==> src/rtl/prog_fetch.sv <==
// Loadable 16x8 instruction-fetch stage: byte-stream program load, then one fetch per clock.
// Latency: load_ready 1 cycle after load_start; first instruction valid 1 cycle after run is sampled.
// Backpressure: load_ready is high only in LOAD; gaps in load_valid stall the load without effect.
//
// Ports:
//   clk, rst (async active-low)
//   load_start / load_valid / load_data / load_ready / load_done : program load stream
//   run / stop / restart                                           : execution control
//   pc / opcode / imm / instr_valid / loaded                       : fetch outputs and status
module prog_fetch #(
  parameter int ADDR_W = 4,
  parameter int DATA_W = 8
) (
  input  logic                clk,
  input  logic                rst,
  input  logic                load_start,
  input  logic                load_valid,
  input  logic [DATA_W-1:0]   load_data,
  output logic                load_ready,
  output logic                load_done,
  input  logic                run,
  input  logic                stop,
  input  logic                restart,
  output logic [ADDR_W-1:0]   pc,
  output logic [DATA_W/2-1:0] opcode,
  output logic [DATA_W/2-1:0] imm,
  output logic                instr_valid,
  output logic                loaded
);

  localparam int                DEPTH = 1 << ADDR_W;
  localparam logic [ADDR_W-1:0] LAST  = ADDR_W'(DEPTH - 1);
  localparam logic [ADDR_W-1:0] ONE   = ADDR_W'(1);

  typedef enum logic [1:0] {
    IDLE = 2'd0,
    LOAD = 2'd1,
    RUN  = 2'd2
  } state_t;

  state_t              r_state;
  logic [ADDR_W-1:0]   r_wptr;
  logic [ADDR_W-1:0]   r_pc;
  logic [DATA_W/2-1:0] r_opcode;
  logic [DATA_W/2-1:0] r_imm;
  logic                r_instr_valid;
  logic                r_load_done;
  logic                r_loaded;
  logic [DATA_W-1:0]   r_mem [DEPTH];
  logic                w_wr_fire;

  // Ready is a pure function of state so the loader sees it without an extra cycle.
  assign load_ready  = (r_state == LOAD);
  assign w_wr_fire   = load_ready & load_valid;

  assign pc          = r_pc;
  assign opcode      = r_opcode;
  assign imm         = r_imm;
  assign instr_valid = r_instr_valid;
  assign load_done   = r_load_done;
  assign loaded      = r_loaded;

  // Program memory deliberately has no reset: contents survive reset and are
  // only replaced by a new load. Writes are gated by LOAD state, which is reset.
  always_ff @(posedge clk) begin
    if (w_wr_fire) begin
      r_mem[r_wptr] <= load_data;
    end
  end

  always_ff @(posedge clk or negedge rst) begin
    if (!rst) begin
      r_state       <= IDLE;
      r_wptr        <= '0;
      r_pc          <= '0;
      r_opcode      <= '0;
      r_imm         <= '0;
      r_instr_valid <= 1'b0;
      r_load_done   <= 1'b0;
      r_loaded      <= 1'b0;
    end else begin
      r_load_done <= 1'b0;
      unique case (r_state)
        IDLE: begin
          r_instr_valid <= 1'b0;
          r_opcode      <= '0;
          r_imm         <= '0;
          if (load_start) begin
            r_state  <= LOAD;
            r_wptr   <= '0;
            r_loaded <= 1'b0;
          end else if (run && r_loaded) begin
            r_state <= RUN;
            r_pc    <= '0;
          end
        end

        LOAD: begin
          if (w_wr_fire) begin
            r_wptr <= r_wptr + ONE;
            // The 16th byte completes the program; the pointer wraps on its own.
            if (r_wptr == LAST) begin
              r_state     <= IDLE;
              r_loaded    <= 1'b1;
              r_load_done <= 1'b1;
            end
          end
        end

        RUN: begin
          if (stop) begin
            // pc is held so the stop point is visible after leaving RUN.
            r_state       <= IDLE;
            r_instr_valid <= 1'b0;
            r_opcode      <= '0;
            r_imm         <= '0;
          end else if (restart) begin
            // One bubble cycle; mem[0] is fetched on the following edge.
            r_pc          <= '0;
            r_instr_valid <= 1'b0;
            r_opcode      <= '0;
            r_imm         <= '0;
          end else begin
            {r_opcode, r_imm} <= r_mem[r_pc];
            r_instr_valid     <= 1'b1;
            r_pc              <= r_pc + ONE;
          end
        end

        default: begin
          r_state <= IDLE;
        end
      endcase
    end
  end

endmodule

==> config.mk <==
export PLATFORM = sky130hd
export DESIGN_NAME = prog_fetch
export DESIGN_NICKNAME = d
export VERILOG_FILES = /design/src/rtl/prog_fetch.sv
export SDC_FILE = /design/constraint.sdc
export NUM_CORES = 1
export LEC_CHECK = 0
export BUFFER_PORTS_ARGS = -buffer_cell sky130_fd_sc_hd__buf_2
export CORE_MARGIN = 4
export CORE_UTILIZATION = 25
export DETAILED_ROUTE_END_ITERATION = 8
export PLACE_DENSITY = 0.5
export RECOVER_POWER = 50
export SYNTH_ARGS = -nofsm -noshare
export SYNTH_HDL_FRONTEND = slang
export SYNTH_SLANG_ARGS = --single-unit
==> constraint.sdc <==
create_clock -name clk -period 1.95 [get_ports clk]
set_input_delay 0.2925 -clock clk [delete_from_list [all_inputs] [get_ports clk]]
set_output_delay 0.2925 -clock clk [all_outputs]
set_load 0.01 [all_outputs]
==> results of run 1 <==
## area by class of cell
cell class,instances,area share (%)
flip-flops and latches,149,59.1
clock inverters,12,2.83
multi-input cells,184,20.9
clock buffers,19,5.86
repair buffers,57,5.59
well taps,319,5.40
inverters,5,0.254
diodes,1,0.0339
## cell families (layout without fill, tap and decap cells)
| group | after synthesis | after routing |
|---|---|---|
| adder cells (fa/ha/maj) | 5 | 5 |
| other | 0 | 1 |
| AND/OR/NAND/NOR | 74 | 74 |
| XOR/XNOR | 1 | 1 |
| buffers and inverters | 21 | 93 |
| multiplexers | 48 | 48 |
| AO/OA/AOI/OAI | 56 | 56 |
| flip-flops | 149 | 149 |
## per-layer routing
layer  GRT usage (%)  vias to the layer above  wire (um)
met5               0                        -          0
met3            3.68                       18        829
met2            17.7                       92       6790
met1            14.8                     1729       6560
met4            4.35                        0        259
li1                -                     1523          -
## path summary, 6_finish.rpt
| check | from | endpoint | cells after the start |
|---|---|---|---|
| max | r_state[1] | r_mem[10][6] | 4 |
| min | load_start | r_wptr[3] | 2 |
| max reg2reg | r_state[1] | r_mem[10][6] | 4 |
| min reg2reg | instr_valid | instr_valid | 2 |
| max in group asynchronous | rst | pc[1] | 2 |
| min in group asynchronous | rst | r_wptr[0] | 2 |
## layout by cell type (no fill, tap or decap), types with 2 or more instances in the layout
master	netlist	final
edfxtp_1	128	128
nor3_1	3	3
a21o_1	2	2
nand3_1	2	2
o22ai_1	24	24
and2b_1	2	2
o221ai_1	8	8
nor2_1	6	6
nand2_1	25	25
dfrtp_1	21	19
ha_1	5	5
inv_1	5	5
mux4_2	16	16
dfrtp_2	0	2
nand3b_1	3	3
nand2b_1	10	10
clkinv_1	0	3
buf_12	0	6
clkinv_2	0	2
and2_1	17	16
mux2i_1	32	32
buf_4	1	20
o21ai_0	6	6
a22o_1	4	4
clkbuf_1	3	16
buf_2	6	16
clkbuf_16	0	17
o21bai_1	2	2
a22oi_1	7	7
bufinv_16	0	6
## state kept, by name (all words and copies together), names as in the netlist
register	count
pc	4
opcode	4
r_state	2
loaded	1
r_mem	128
r_wptr	4
instr_valid	1
imm	4
load_done	1
## power by group
group,switching [mW],internal (mW)
sequential,0.109,3.76
clock,1.20,2.37
combinational,0.471,0.298
total,1.79,6.43
## what timing repair did
item | CTS | global route
buffers inserted | 0 | 0
hold endpoints to repair | 21 | 0
hold buffers | 1 | 0
gates resized for setup | 0 | 0
## metrics by stage
| stage | cells | setup slack [ps] | cell area [um2] |
|---|---|---|---|
| 4_1_cts | 745 | 146 | 7410 |
| 5_1_grt | 745 | 15.5 | 7390 |
| 3_5_place_dp | 713 | 223 | 6760 |
| 6_report | 746 | 182 | 7390 |
| 3_3_place_gp | 713 | 198 | 6760 |
| 2_1_floorplan | 354 | 341 | 6040 |
==> results.py, run 1 <==
metrics = {
    "pwr": {
        "irDropWorstVdd_uv": 650,
        "p_leak_nw": 2.48,
        "power.total_mw": 8.21,
        "powerDensity_nw_per_um2": 1110,
    },
    "finish": {
        "area_growth_pct": 22.3,
        "multiInputGateArea_um2": 1550,
        "ff_latch_area_um2": 4370,
        "finish.utilization_pct": 31.3,
        "drive_gt1_share_pct": 21.1,
        "fill_cells": 2342,
        "layout.nets": 434,
    },
    "clocking": {
        "cts_tree": "done",
        "cts_buffer_depth": 2,
        "h-tree-depth": 4,
        "clk_latency_ps": 420,
        "cts_made_buffers": 17,
        "clk_pin_slew_ps": 60,
        "clock-sinks": 149,
        "cts_root_buffer": "clkbuf_16",
    },
    "floorplan": {
        "dieWidth_um": 163,
        "core_area_um2": 23600,
        "die_h_um": 163,
        "start_util_pct": 25.6,
        "floorplan.die_area_um2": 26700,
        "rows": 56,
        "io_pins": 31,
    },
    "sta": {
        "min_period_ps": 1770,
        "relSlewSlack_pct": 17.9,
        "fmax_ghz": 0.565,
        "finalClockSkew_ps": 8.69,
        "drv_slew": 0,
        "fin_setup_tns_ps": 0,
        "tightest_slew_ps": 1230,
        "finalHoldViolCount": 0,
        "period_share_pct": 90.7,
        "fin_hold_ws_ps": 112,
        "finalSetupViolCount": 0,
        "rsz0062_at_grt": "false",
    },
    "drt": {
        "dr.pass1.iters": 4,
        "wl_um": 14400,
        "drc": 0,
        "wire_per_inst_um": 19.4,
        "ant_nets": 0,
        "first_iter_violations": 360,
        "viasPerCell": 4.51,
        "vias": 3362,
    },
    "critical_path": {
        "cp_max_fo": 7,
        "crit_required_ps": 2080,
        "max_stage_delay_ps": 440,
        "critical_path_buf_inv_count": 1,
        "path_class": "reg -> reg",
        "slowest_stage": "nor3b_1",
        "crit_family": "simple AND/OR/NAND/NOR gates",
        "end_kind": "flop",
        "cp-start-kind": "flop",
        "reg2reg_setup_slack_ps": 180,
        "path_cells": "nand3b_1, nor3b_1, and2_1, buf_12",
        "critPathArrivalTime_ps": 1900,
    },
    "global_route": {
        "grt_pass1_wl_um": 21900,
        "antenna_found_initial": 1,
        "grt_max_degree": 22,
        "grt_util_all_layers_pct": 11.4,
        "grt.overflow.total": 0,
        "grt_pass1_vias": 3477,
    },
    "yosys": {
        "ys_ff_latch": 149,
        "synth_edf_count": 128,
        "synthCells": 354,
        "synth_common_cells": "edfxtp_1, mux2i_1, nand2_1",
        "ys_seq_area_share_pct": 72.3,
        "synth_top_area_share_pct": 63.6,
        "synth_top_family_by_area": "multiplexers",
        "synth.top_cells.by_area": "edfxtp_1, dfrtp_1, mux4_2",
        "synth_nets": 374,
        "synth_top_flop_cell": "edfxtp_1",
        "synthArstFlopShare_pct": 14.1,
        "synth-simple-area-share_pct": 6.63,
        "synth.mux.area_fraction_pct": 11.3,
        "synth_compound_area_share_pct": 6.50,
        "synth-adder-area-share_pct": 1.04,
        "synth_area_leader_cell": "edfxtp_1",
        "synthMostInstantiatedCell": "edfxtp_1",
        "avgSynthCellArea_um2": 17.1,
        "ys_types": 37,
        "synth-xor-area-share_pct": 0.145,
        "syn-cell-area_um2": 6040,
        "yosysWarnings": 0,
    },
    "status": {
        "status": "finished clean",
    },
    "placed_design": {
        "dp_hpwl_um": 9810,
        "gp_congestion": 0.769,
        "portBuffers": 30,
    },
    "hold_path": {
        "hold_path.class": "in -> reg",
    },
    "run": {
        "maxCapViolCount": 0,
    },
}
Power figures use the tool's default switching activity.
==> run 2, diff against run 1 <==
ABC_CLOCK_PERIOD_IN_PS = 1950   (was not set)
CTS_BUF_LIST = sky130_fd_sc_hd__clkbuf_16   (was not set)
TNS_END_PERCENT = 10   (was not set)
==> run 2 against run 1 <==
Net effect: utilization did not move; largest power group unchanged; critical path depth is the same; largest cell class unchanged; worst hold slack gained 1.4 ps.
==> results.py, run 2 (synthesis gave the netlist of run 1 again) <==
metrics = {
    "pwr": {
        "irDropWorstVdd_uv": 649,
        "switchingPower_mw": 1.79,
        "p_sw_share_pct": 21.8,
        "clkPwrFrac_pct": 43.5,
        "powerDensity_nw_per_um2": 1110,
        "p_leak_nw": 2.49,
        "p_int_mw": 6.42,
        "pwr-share-seq_pct": 47.1,
        "p_comb_share_pct": 9.4,
    },
    "global_route": {
        "grt_max_degree": 22,
        "grt_most_used_layer": "met2",
        "grt_use_met2_pct": 17.7,
        "grt_pass1_wl_um": 21900,
        "grt_pass1_vias": 3482,
        "grt_util_all_layers_pct": 11.4,
        "antenna_found_initial": 1,
        "met3_usage_pct": 3.68,
        "use_met1_pct": 14.8,
        "grt.overflow.total": 0,
    },
    "finish": {
        "top_register": "r_mem",
        "final_common_cell": "edfxtp_1",
        "layout.nets": 434,
        "fill_cells": 2342,
        "area_growth_pct": 22.3,
        "drive_gt1_share_pct": 21.1,
        "largest_register_ffs": 128,
        "final_cell_area_um2": 7390,
        "final_cell_mix": "edfxtp_1, mux2i_1, nand2_1",
    },
    "critical_path": {
        "cp-start-kind": "flop",
        "critPathArrivalTime_ps": 2100,
        "rr_endpoint": "opcode[3]",
        "r2r_start": "pc[1]",
        "reg2reg_setup_slack_ps": 180,
        "r2r_cells": 4,
        "crit_required_ps": 2280,
        "end_kind": "flop",
        "cp_max_fo": 12,
        "path_class": "reg -> reg",
    },
    "drt": {
        "wire_per_inst_um": 19.4,
        "viasPerCell": 4.50,
        "first_iter_violations": 391,
        "ant_nets": 0,
        "wl_um": 14500,
        "dr.pass1.iters": 4,
        "vias": 3355,
        "drc": 0,
    },
    "placed_design": {
        "portBuffers": 30,
        "place_area_um2": 6760,
        "gp_congestion": 0.769,
        "dp_hpwl_um": 9810,
    },
    "floorplan": {
        "dieWidth_um": 163,
        "start_util_pct": 25.6,
        "core_area_um2": 23600,
        "rows": 56,
        "die_h_um": 163,
        "floorplan.die_area_um2": 26700,
        "io_pins": 31,
    },
    "clocking": {
        "h-tree-depth": 4,
        "cts_made_buffers": 17,
        "cts_buffer_depth": 2,
        "clock-sinks": 149,
        "cts_tree": "done",
        "clk_pin_slew_ps": 60,
        "post_cts_buffers": 0,
        "clk_latency_ps": 420,
        "cts_root_buffer": "clkbuf_16",
    },
    "hold_path": {
        "hold_end": "r_wptr[3]",
        "hold_path.class": "in -> reg",
        "whs_path_depth": 2,
        "min_from": "load_start",
    },
    "sta": {
        "rsz0062_at_grt": "false",
        "fin_setup_tns_ps": 0,
        "relSlewSlack_pct": 18.2,
        "min_period_ps": 1770,
        "finalClockSkew_ps": 7.77,
        "drv_slew": 0,
        "tightest_slew_ps": 1230,
        "period_share_pct": 90.8,
        "finalHoldViolCount": 0,
        "fmax_ghz": 0.565,
        "fin_hold_ws_ps": 114,
        "finalSetupViolCount": 0,
    },
    "status": {
        "status": "finished clean",
    },
    "run": {
        "maxCapViolCount": 0,
    },
}
-- run 2: cell count changes in the layout (fill, tap and decap cells not counted) --
cell	change
clkbuf_1	-2
inv_1	+2
-- run 2: power by group through the flow --
stage	clock [mW]	combinational [mW]	sequential, mW
floorplan	0	0.401	3.90
global placement	0	0.784	3.92
detailed placement	0	0.781	3.93
CTS	3.63	0.790	3.87
global route	3.80	0.845	3.90
finish	3.57	0.770	3.87
-- run 2: layout make-up --
type                    instances  area (um2)  share of cell area (%)
clock inverters                14         216                    2.93
repair buffers                 57         413                    5.59
inverters                       5        18.8                   0.254
flip-flops and latches        149        4370                    59.1
diodes                          1        2.50                  0.0339
multi-input cells             184        1550                    20.9
clock buffers                  17         425                    5.75
well taps                     319         399                    5.40
-- run 2: layer usage --
metal	vias to the layer above	part of all wire, %
met5	-	0
li1	1523	-
met4	0	1.8
met3	17	5.6
met2	81	47
met1	1734	46
-- run 2: worst max-delay path, cell delays in order, from the launching register on --
cell and delay, ps:
dfrtp_2 600, nand2_1 340, o22ai_1 440, o22ai_1 140, a22oi_1 160
-- run 2: worst max-delay path by stage --
stage	depth (start not counted)	slack [ps]	from	endpoint
2_1_floorplan	5	340	pc[0]	opcode[2]
3_3_place_gp	4	200	pc[1]	opcode[3]
3_5_place_dp	5	220	load_valid	r_mem[10][3]
4_1_cts	3	150	pc[0]	pc[0]
5_1_grt	4	20	r_state[1]	r_mem[10][6]
6_report	4	180	pc[1]	opcode[3]
-- run 2: what timing repair did --
action	CTS	global route
hold buffers	1	0
setup endpoints to repair	0	0
resized for setup	0	0
hold endpoints to repair	21	0
-- run 2: per-stage QoR --
| step | setup WS, ps | util (%) | instances | power [mW] |
|---|---|---|---|---|
| after floorplan | 341 | - | 354 | 4.30 |
| after global placement | 198 | 28.6 | 713 | 4.71 |
| after detailed placement | 223 | 28.6 | 713 | 4.71 |
| after CTS | 146 | 31.4 | 745 | 8.28 |
| after global routing | 15.5 | 31.3 | 745 | 8.54 |
| final | 180 | 31.3 | 746 | 8.21 |
